File: src/rtl/stage_sequencer.sv
// stage_sequencer: programmable six-stage sequencer.
// Drives the one-hot stage strobes S0..S5. Each stage is held for its dwell
// count plus one cycle. Runs use a START/BUSY/DONE handshake, can be paused
// with HOLD, and can be aborted with CLR.
module stage_sequencer #(
  parameter int DWELL_W       = 4,
  parameter int DEFAULT_DWELL = 0
) (
  input  logic               i_clk,
  input  logic               i_reset,
  input  logic               i_clr,
  input  logic               i_start,
  input  logic               i_hold,
  input  logic               i_load,
  input  logic [2:0]         i_load_sel,
  input  logic [DWELL_W-1:0] i_load_val,
  output logic               o_s0,
  output logic               o_s1,
  output logic               o_s2,
  output logic               o_s3,
  output logic               o_s4,
  output logic               o_s5,
  output logic [2:0]         o_stage,
  output logic               o_busy,
  output logic               o_done,
  output logic               o_err
);

  typedef enum logic [1:0] {
    ST_IDLE  = 2'd0,
    ST_RUN   = 2'd1,
    ST_PAUSE = 2'd2,
    ST_FIN   = 2'd3
  } state_t;

  localparam logic [DWELL_W-1:0] DEFAULT_DW = DWELL_W'(DEFAULT_DWELL);
  localparam logic [2:0]         LAST_STAGE = 3'd5;

  // Architectural state
  state_t             r_state;
  logic [2:0]         r_stage;
  logic [DWELL_W-1:0] r_cnt;
  logic [DWELL_W-1:0] r_dw [6];

  // Registered outputs
  logic [5:0]         r_s;
  logic [2:0]         r_stage_out;
  logic               r_busy;
  logic               r_done;
  logic               r_err;

  // Next-state and decode wires
  state_t             w_state_nx;
  logic [2:0]         w_stage_nx;
  logic [DWELL_W-1:0] w_cnt_nx;
  logic [DWELL_W-1:0] w_dw_first;
  logic [DWELL_W-1:0] w_dw_succ;
  logic               w_load_ok;
  logic               w_load_bad;
  logic               w_active_nx;
  logic [5:0]         w_s_nx;

  // A load is legal only in IDLE and only for an existing register.
  // CLR outranks loads: no write and no error while it is asserted.
  assign w_load_ok  = i_load && !i_clr && (r_state == ST_IDLE) && (i_load_sel <= LAST_STAGE);
  assign w_load_bad = i_load && !i_clr && !w_load_ok;

  // A same-cycle load of DW[0] feeds straight into the run being launched.
  assign w_dw_first = (w_load_ok && (i_load_sel == 3'd0)) ? i_load_val : r_dw[0];

  // Dwell of the stage that follows the current one.
  always_comb begin
    w_dw_succ = '0;
    case (r_stage)
      3'd0:    w_dw_succ = r_dw[1];
      3'd1:    w_dw_succ = r_dw[2];
      3'd2:    w_dw_succ = r_dw[3];
      3'd3:    w_dw_succ = r_dw[4];
      3'd4:    w_dw_succ = r_dw[5];
      default: w_dw_succ = '0;
    endcase
  end

  // Next-state logic: CLR first, then HOLD, then start/advance.
  // PAUSE with HOLD low performs the RUN step right away so that a
  // pause costs exactly as many cycles as HOLD was high.
  always_comb begin
    // NOTE: every signal gets a default before any branch; a path that
    // leaves one unassigned would infer a latch.
    w_state_nx = r_state;
    w_stage_nx = r_stage;
    w_cnt_nx   = r_cnt;
    if (i_clr) begin
      w_state_nx = ST_IDLE;
      w_stage_nx = 3'd0;
      w_cnt_nx   = '0;
    end else begin
      case (r_state)
        ST_IDLE: begin
          if (i_start) begin
            w_state_nx = ST_RUN;
            w_stage_nx = 3'd0;
            w_cnt_nx   = w_dw_first;
          end
        end
        ST_RUN, ST_PAUSE: begin
          if (i_hold) begin
            w_state_nx = ST_PAUSE;
          end else begin
            w_state_nx = ST_RUN;
            if (r_cnt != '0) begin
              w_cnt_nx = r_cnt - DWELL_W'(1);
            end else if (r_stage < LAST_STAGE) begin
              w_stage_nx = r_stage + 3'd1;
              w_cnt_nx   = w_dw_succ;
            end else begin
              w_state_nx = ST_FIN;
              w_stage_nx = 3'd0;
              w_cnt_nx   = '0;
            end
          end
        end
        ST_FIN: begin
          w_state_nx = ST_IDLE;
          w_stage_nx = 3'd0;
          w_cnt_nx   = '0;
        end
        default: begin
          w_state_nx = ST_IDLE;
          w_stage_nx = 3'd0;
          w_cnt_nx   = '0;
        end
      endcase
    end
  end

  // Output decode from the next state, so the registered outputs line up
  // with the state they describe.
  assign w_active_nx = (w_state_nx == ST_RUN) || (w_state_nx == ST_PAUSE);
  assign w_s_nx      = w_active_nx ? (6'b00_0001 << w_stage_nx) : 6'b00_0000;

  // State register and registered outputs.
  always_ff @(posedge i_clk) begin
    // NOTE: clocked state uses non-blocking assignments so every register
    // samples pre-edge values regardless of statement order.
    if (i_reset) begin
      r_state     <= ST_IDLE;
      r_stage     <= 3'd0;
      r_cnt       <= '0;
      r_s         <= 6'b00_0000;
      r_stage_out <= 3'd0;
      r_busy      <= 1'b0;
      r_done      <= 1'b0;
    end else begin
      r_state     <= w_state_nx;
      r_stage     <= w_stage_nx;
      r_cnt       <= w_cnt_nx;
      r_s         <= w_s_nx;
      r_stage_out <= w_active_nx ? w_stage_nx : 3'd0;
      r_busy      <= w_active_nx;
      r_done      <= (w_state_nx == ST_FIN);
    end
  end

  // Dwell register file: writes only on legal IDLE loads.
  always_ff @(posedge i_clk) begin
    // NOTE: this small register file is reset on purpose; runs after reset
    // must use the default dwell, so it cannot be left uninitialised.
    if (i_reset) begin
      for (int i = 0; i < 6; i++) r_dw[i] <= DEFAULT_DW;
    end else if (w_load_ok) begin
      for (int i = 0; i < 6; i++) begin
        if (i_load_sel == 3'(i)) r_dw[i] <= i_load_val;
      end
    end
  end

  // Sticky illegal-load flag, cleared by RESET or CLR.
  always_ff @(posedge i_clk) begin
    if (i_reset || i_clr) begin
      r_err <= 1'b0;
    end else if (w_load_bad) begin
      r_err <= 1'b1;
    end
  end

  assign o_s0    = r_s[0];
  assign o_s1    = r_s[1];
  assign o_s2    = r_s[2];
  assign o_s3    = r_s[3];
  assign o_s4    = r_s[4];
  assign o_s5    = r_s[5];
  assign o_stage = r_stage_out;
  assign o_busy  = r_busy;
  assign o_done  = r_done;
  assign o_err   = r_err;

endmodule

File: config.mk
export PLATFORM = sky130hd
export DESIGN_NAME = stage_sequencer
export DESIGN_NICKNAME = d
export VERILOG_FILES = /design/src/rtl/stage_sequencer.sv
export SDC_FILE = /design/constraint.sdc
export NUM_CORES = 1
export LEC_CHECK = 0
export ABC_AREA = 1
export BUFFER_PORTS_ARGS = -buffer_cell sky130_fd_sc_hd__buf_2
export CAP_MARGIN = 20
export CORE_MARGIN = 2
export CORE_UTILIZATION = 30
export CTS_CLUSTER_DIAMETER = 150
export CTS_CLUSTER_SIZE = 28
export DETAILED_ROUTE_END_ITERATION = 10
export PLACE_DENSITY_LB_ADDON = 0.12
export SLEW_MARGIN = 0
export SYNTH_ARGS = -nofsm -noshare
export SYNTH_HDL_FRONTEND = slang
export SYNTH_SLANG_ARGS = --single-unit
File: constraint.sdc
create_clock -name i_clk -period 1.9 [get_ports i_clk]
set_clock_uncertainty 0.05 [all_clocks]
set_input_delay 0.19 -clock i_clk [delete_from_list [all_inputs] [get_ports i_clk]]
set_output_delay 0.19 -clock i_clk [all_outputs]
set_load 0.005 [all_outputs]
* Word level (Yosys, flattened, before mapping)
Memory sizes are Yosys's and may differ from the RTL's.
Index checks and enable logic that the tools add are counted.
** Cells by class
- Add/subtract/negate cells :: 2
- Order comparisons :: 2
- Equal/unequal tests :: 17
- Shifts and indexed selects :: 1
- Muxes and demuxes :: 51
- Bitwise gates (word level) :: 7
- Reductions and logical operators :: 17
** Operators by type and width (number)
- $mux 4 :: 11
- $mux 1 :: 26
- $pmux 4 s5 :: 1
- $mux 3 :: 5
- $eq 3x2->1 const B :: 4
- $pmux 4 s3 :: 1
- $mux 2 :: 5
- $eq 3x3->1 const B :: 3
- $pmux 3 s3 :: 1
- $eq 2x2->1 const B :: 4
- $eq 3x1->1 const B :: 2
- $logic_not 3->1 :: 2
- $or 1x1->1 :: 6
- $pmux 2 s3 :: 1
- $reduce_or 2->1 :: 3
- $shl 1x3->6 const A :: 1
- $logic_and 1x1->1 :: 5
- $eq 2x1->1 const B :: 2
- $ne 2x2->1 const B :: 2
- $reduce_bool 4->1 :: 1
- $sub 4x1->4 const B :: 1
- $add 3x1->3 const B :: 1
- $le 3x3->1 const B :: 1
- $lt 3x3->1 const B :: 1
- 5 further kinds :: 7
** Word-level totals
- Bits in registers :: 21
- RAM bits :: 24
- Input port bits :: 13
- Output and inout bits :: 12
- Logic and storage cells :: 106
- Memories :: 1
** Memories
- r_dw :: words 6, width 4, read ports 6, clocked after Yosys merged registers in 0, write ports 6, line 43 : logic [DWELL_W-1:0] r_dw [6];

* Logic depth before layout (Yosys ltp)
- Depth after elaboration :: 10
- Mapped depth :: 13
- Gate-level depth less buffers :: 12

* Worst setup path before layout
OpenSTA, ideal clock, no wires.
- Path type :: reg-to-reg
- Start :: reg r_cnt[0]
- End :: reg r_s[2]
- Library setup time :: 0.117 ns
- Arrival time :: 1.666 ns
- Slack :: 0.067 ns
- Cell stages (with the launch flop) :: 12
- Clock period less this slack :: 1.833 ns
- Cells stage by stage :: dfxtp_1 inv_1 ha_1 nand3_2 o21ai_0 a32oi_1 nor2_1 ha_1 nand2_1 inv_1 nand3_1 nor2_1
** On the way
- Cells in the longest elaborated chain, start to end :: 9
** RTL lines
- start, declared :: line 42 : logic [DWELL_W-1:0] r_cnt;
- start signal, assigned :: line 157 : r_cnt <= w_cnt_nx;
- $reduce_bool 4->1 (*) :: line 111 : if (r_cnt != '0) begin
- $mux 2 (*) :: line 111
- $mux 2 (*) :: line 107 : if (i_hold) begin
- $pmux 2 s3 (*) :: line 98 : case (r_state)
- $mux 2 (*) :: line 93 : if (i_clr) begin
- via w_state_nx[1] :: line 53 : state_t w_state_nx;
- $eq 2x1->1 or $eq 2x2->1 (tied branches) :: line 139 : assign w_active_nx = (w_state_nx == ST_RUN) || (w_state_nx == ST_PAUSE);
- $logic_or 1x1->1 (*) :: line 139
- via w_active_nx :: line 60 : logic w_active_nx;
- $not 1->1 (no source line) (*)
- $reduce_or 2->1 (no source line) (*)
- end signal, assigned :: line 158 : r_s <= w_s_nx;
- end, declared :: line 46 : logic [5:0] r_s;
Mark *: on every way through the listed nets, which the timed path passes. The rest lies on a longest branch.
A chain may end at the register's enable or synchronous reset.

* Worst setup path in the final report
- Start :: reg r_state[1]
- End :: reg r_s[3]
** On the way
- Cells in the longest elaborated chain, start to end :: 8
** RTL lines
- start, declared :: line 40 : state_t r_state;
- start signal, assigned :: line 155 : r_state <= w_state_nx;
- $eq 2x1->1 or $eq 2x2->1 (tied branches) :: line 98
- $reduce_or 2->1 :: line 98
- $pmux 2 s3 (*) :: line 98
- $mux 2 (*) :: line 93
- via w_state_nx[1] :: line 53
- $eq 2x1->1 or $eq 2x2->1 (tied branches) :: line 139
- $logic_or 1x1->1 (*) :: line 139
- via w_active_nx :: line 60
- $not 1->1 (no source line) (*)
- $reduce_or 2->1 (no source line) (*)
Marked as above.

==> parameters.txt <==
Parameter                              Value

Floorplan
  Placeable Area ... 0.00765 sq mm
  Die outline area ... 0.00852 sq mm
  Initial Utilization ... 0.306
  I/O pins ... 25
  Die width ... 92.3 um
  Die Y ... 92.3 um
  Number of core rows ... 32

Setup path
  CP max FO ... 3
  CP max stage cell ... sky130_fd_sc_hd__dfxtp_2
  Flop2flop setup slack ... between 0.09 and 0.1 ns
  Most frequent CP cell ... sky130_fd_sc_hd__inv_2
  Critical Path Start Type ... register
  Critical path start-end classification ... reg2reg
  Crit end category ... register
  Register-to-Register Path Depth ... 11
  Delay contributed by the slowest stage of the critical path ... 0.34 ns
  Arrival time at the worst endpoint ... ~2 ns
  Data required, critical path ... between 2 and 2.5 ns
  Cell-by-cell trace of the critical path ... inv_2 > ha_4 > inv_2 > nor2_2 > a32oi_2 > nor2_1 > ha_1 > nand2_2 > inv_2 > nand3_1 > nor2_1

Logic synthesis
  Count of state elements after synthesis ... 45
  Yosys warning total ... 0
  Unique masters post-synth ... 28
  Count of flip-flops with a built-in enable after synthesis ... 24
  Fraction of the yosys area taken by sequential cells ... 0.488
  Most area-hungry cell type in the Yosys netlist ... sky130_fd_sc_hd__edfxtp_1
  Flip-flop cell with the highest count after synthesis ... sky130_fd_sc_hd__edfxtp_1
  Top-area cell type share of the netlist area ... 0.308
  Number of standard cells after synthesis ... 291
  Share of flip-flops with an asynchronous set or reset after synthesis ... 0
  Top cells by instance count after synthesis ... sky130_fd_sc_hd__nand2_1 (71), sky130_fd_sc_hd__nor2_1 (50), sky130_fd_sc_hd__inv_1 (36), sky130_fd_sc_hd__edfxtp_1 (24), sky130_fd_sc_hd__nand3_1 (23)
  Synthesized cell area ... 0.00234 sq mm
  Most used standard cell by instance count after synthesis ... sky130_fd_sc_hd__nand2_1
  Post-Syn Nets ... 313
  Post-synthesis average cell area ... 8.04 sq um
  Dominant cells by area after synthesis ... sky130_fd_sc_hd__edfxtp_1 (31%), sky130_fd_sc_hd__dfxtp_1 (18%), sky130_fd_sc_hd__nand2_1 (11%), sky130_fd_sc_hd__nor2_1 (8.0%), sky130_fd_sc_hd__inv_1 (5.8%)

Route
  Via density per instance ... ~4.4
  Number of search-and-repair iterations in the first detailed-routing pass ... 4
  Detail Route Antenna Nets ... 0
  Violation count after the first detailed-routing iteration ... 107
  Wire length per cell ... 12.8 um
  Post-route DRC ... 0
  Routed WL ... 5.56 mm
  Total vias in the final route ... a little under 2,000

CTS
  Clock latency of the later-clocked register in the worst-skew pair ... ~0.3 ns
  TritonCTS clock tree ... built
  Clk pin slew, worst setup/hold paths ... approximately 0.090 ns
  CTS Root Cell ... sky130_fd_sc_hd__clkbuf_8
  Clock buffer count from CTS ... 5
  CTS max path bufs ... 2
  Clock sink total ... 45
  # H-tree levels ... 2
  CTS Hold Bufs ... 0

Placement
  Number of port buffers ... 24
  Sum of net half-perimeters after detailed placement ... 4.35 mm
  Global placer's final weighted congestion ... roughly 0.79
  Placed instance count ... ~430

Power and ir drop
  Internal power component ... 1.53 mW
  Power density of the placed cells ... 729 mW/mm^2
  Combinational cell fraction of total power ... 0.117
  Leakage component of the power ... between 1 and 1.5 nW
  Switching power summed over all nets ... 0.519 mW
  Switching Share ... 0.253
  Reg power frac ... 0.519
  Share of power burned in the clock network ... 0.364
  Maximum vdd ir drop ... around 0.31 mV

STA
  Worst slew pin tran ... 0.401 ns
  Max-slew violations ... 0
  Unrepaired setup endpoints after global routing ... yes
  Number of hold violations in the final report ... 0
  Setup violators final ... 0
  Period Utilization, post-route ... 0.952
  Clock period minus final worst setup slack ... 1.81 ns
  Worst rel slew slack ... 0.732
  Highest clock frequency the design can meet ... 553 MHz

Final layout
  Cell Count, Final, Fillers Out ... between 400 and 500
  Fin util ... 0.369
  # diodes ... 0
  Net count, final ... 354
  FILL cells ... 829
  Layout overhead on the synthesized area ... 20.5%
  Share of post-route cells with drive strength above 1 ... 0.255

GRT
  Overall Global Routing Usage ... 0.141
  Maximum number of pins on one net before global-route repair ... 15
  Overflow after GRT ... 0
  First-pass GRT wire length ... ~9.3 mm
  Via count of the first global-routing pass ... 1,897
  Antenna violations before repair ... 0

Run
  Max-cap check violation count ... 0

Run status
  Run status ... finished, final reports clean

Worst hold path
  Min-Delay Path Depth ... 2
  Type of the worst min-delay path ... in2reg
## layout make-up
| class | instances | area, sq um | area share |
|---|---|---|---|
| well taps | 102 | 128 | 0.0453 |
| clock inverters | 2 | 38.8 | 0.0138 |
| inverters | 41 | 154 | 0.0546 |
| repair buffers | 38 | 225 | 0.0799 |
| clock buffers | 6 | 72.6 | 0.0257 |
| multi-input cells | 201 | 1060 | 0.375 |
| flip-flops and latches | 45 | 1140 | 0.406 |
## placed cells by master (no fill, tap or decap), types with 2 or more instances in the layout
cell type	n
sky130_fd_sc_hd__nand2_1	70
sky130_fd_sc_hd__nor2_1	49
sky130_fd_sc_hd__inv_1	32
sky130_fd_sc_hd__buf_2	24
sky130_fd_sc_hd__edfxtp_1	24
sky130_fd_sc_hd__nand3_1	23
sky130_fd_sc_hd__dfxtp_1	18
sky130_fd_sc_hd__buf_4	14
sky130_fd_sc_hd__a21oi_1	10
sky130_fd_sc_hd__inv_2	8
sky130_fd_sc_hd__o21ai_1	6
sky130_fd_sc_hd__nand2_2	6
sky130_fd_sc_hd__ha_1	6
sky130_fd_sc_hd__clkbuf_8	5
sky130_fd_sc_hd__nor2_4	4
sky130_fd_sc_hd__or2_2	4
sky130_fd_sc_hd__a21oi_2	3
sky130_fd_sc_hd__nor3_1	3
sky130_fd_sc_hd__nor4_2	3
sky130_fd_sc_hd__dfxtp_2	3
sky130_fd_sc_hd__nor2_2	2
sky130_fd_sc_hd__nand4_1	2
sky130_fd_sc_hd__o21ai_0	2
sky130_fd_sc_hd__ha_4	2
## metal layers
layer  part of all wire  global-route usage  vias to the layer above  routed length, um
met2               0.44               0.212                       28               2440
met4              0.011              0.0386                        0                 59
met5                  0                   0                        -                  0
met1               0.53               0.205                      880               2920
li1                   -                   -                     1008                  -
met3              0.026              0.0309                        5                143
## state kept, by name, indices dropped and copies added, names as in the netlist
register	flops
o_err	1
o_done	1
r_cnt	4
r_state	2
o_stage	3
r_dw	24
r_s	6
o_busy	1
r_stage	3
## power by group through the flow
| stage | clock network [mW] | logic [mW] | registers (mW) |
|---|---|---|---|
| floorplan | 0 | 0.147 | 1.08 |
| global placement | 0 | 0.231 | 1.09 |
| detailed placement | 0 | 0.230 | 1.09 |
| CTS | 0.768 | 0.232 | 1.07 |
| global route | 0.809 | 0.271 | 1.07 |
| finish | 0.749 | 0.239 | 1.07 |
## metrics by stage
step                      cell area, sq um  setup WS (ns)  hold slack [ns]  TNS (ns)  total power [mW]
after floorplan                       2340         0.0670            0.301         0              1.23
after global placement                2640         0.0281            0.419         0              1.32
after detailed placement              2640        -0.0211            0.416   -0.0257              1.32
after CTS                             2760       0.000341            0.131         0              2.07
after global routing                  2820        -0.0483            0.131   -0.0862              2.15
final                                 2820         0.0908            0.126         0              2.05
## cell families (layout without fill, tap and decap cells)
group | Yosys count | in the layout | synth area share
AO/OA/AOI/OAI | 24 | 24 | 0.0567
adder cells (fa/ha/maj) | 9 | 9 | 0.0482
buffers and inverters | 45 | 87 | 0.0808
flip-flops | 45 | 45 | 0.488
AND/OR/NAND/NOR | 168 | 168 | 0.326
## final timing paths
| path | end | from |
|---|---|---|
| setup reg to reg | r_s[3] | r_state[1] |
| hold / removal | r_stage[0] | i_reset |
| setup / recovery | r_s[3] | r_state[1] |
| hold reg to reg | o_err | o_err |
## what timing repair did
action | in CTS | in global routing
gates resized for setup | 2 | 15
setup buffers | 0 | 2
endpoints found under the hold margin | 0 | 0
pin swaps | 1 | 5
setup endpoints to repair | 4 | 15
## critical path: cells and delay by family (launching register included)
family                   cells  cell delay [ns]
adder cells (fa/ha/maj)      2             0.54
AND/OR/NAND/NOR              5             0.41
flip-flops                   1             0.34
buffers and inverters        3             0.21
AO/OA/AOI/OAI                1             0.20
Note: power is estimated with default switching activity, not from simulation.
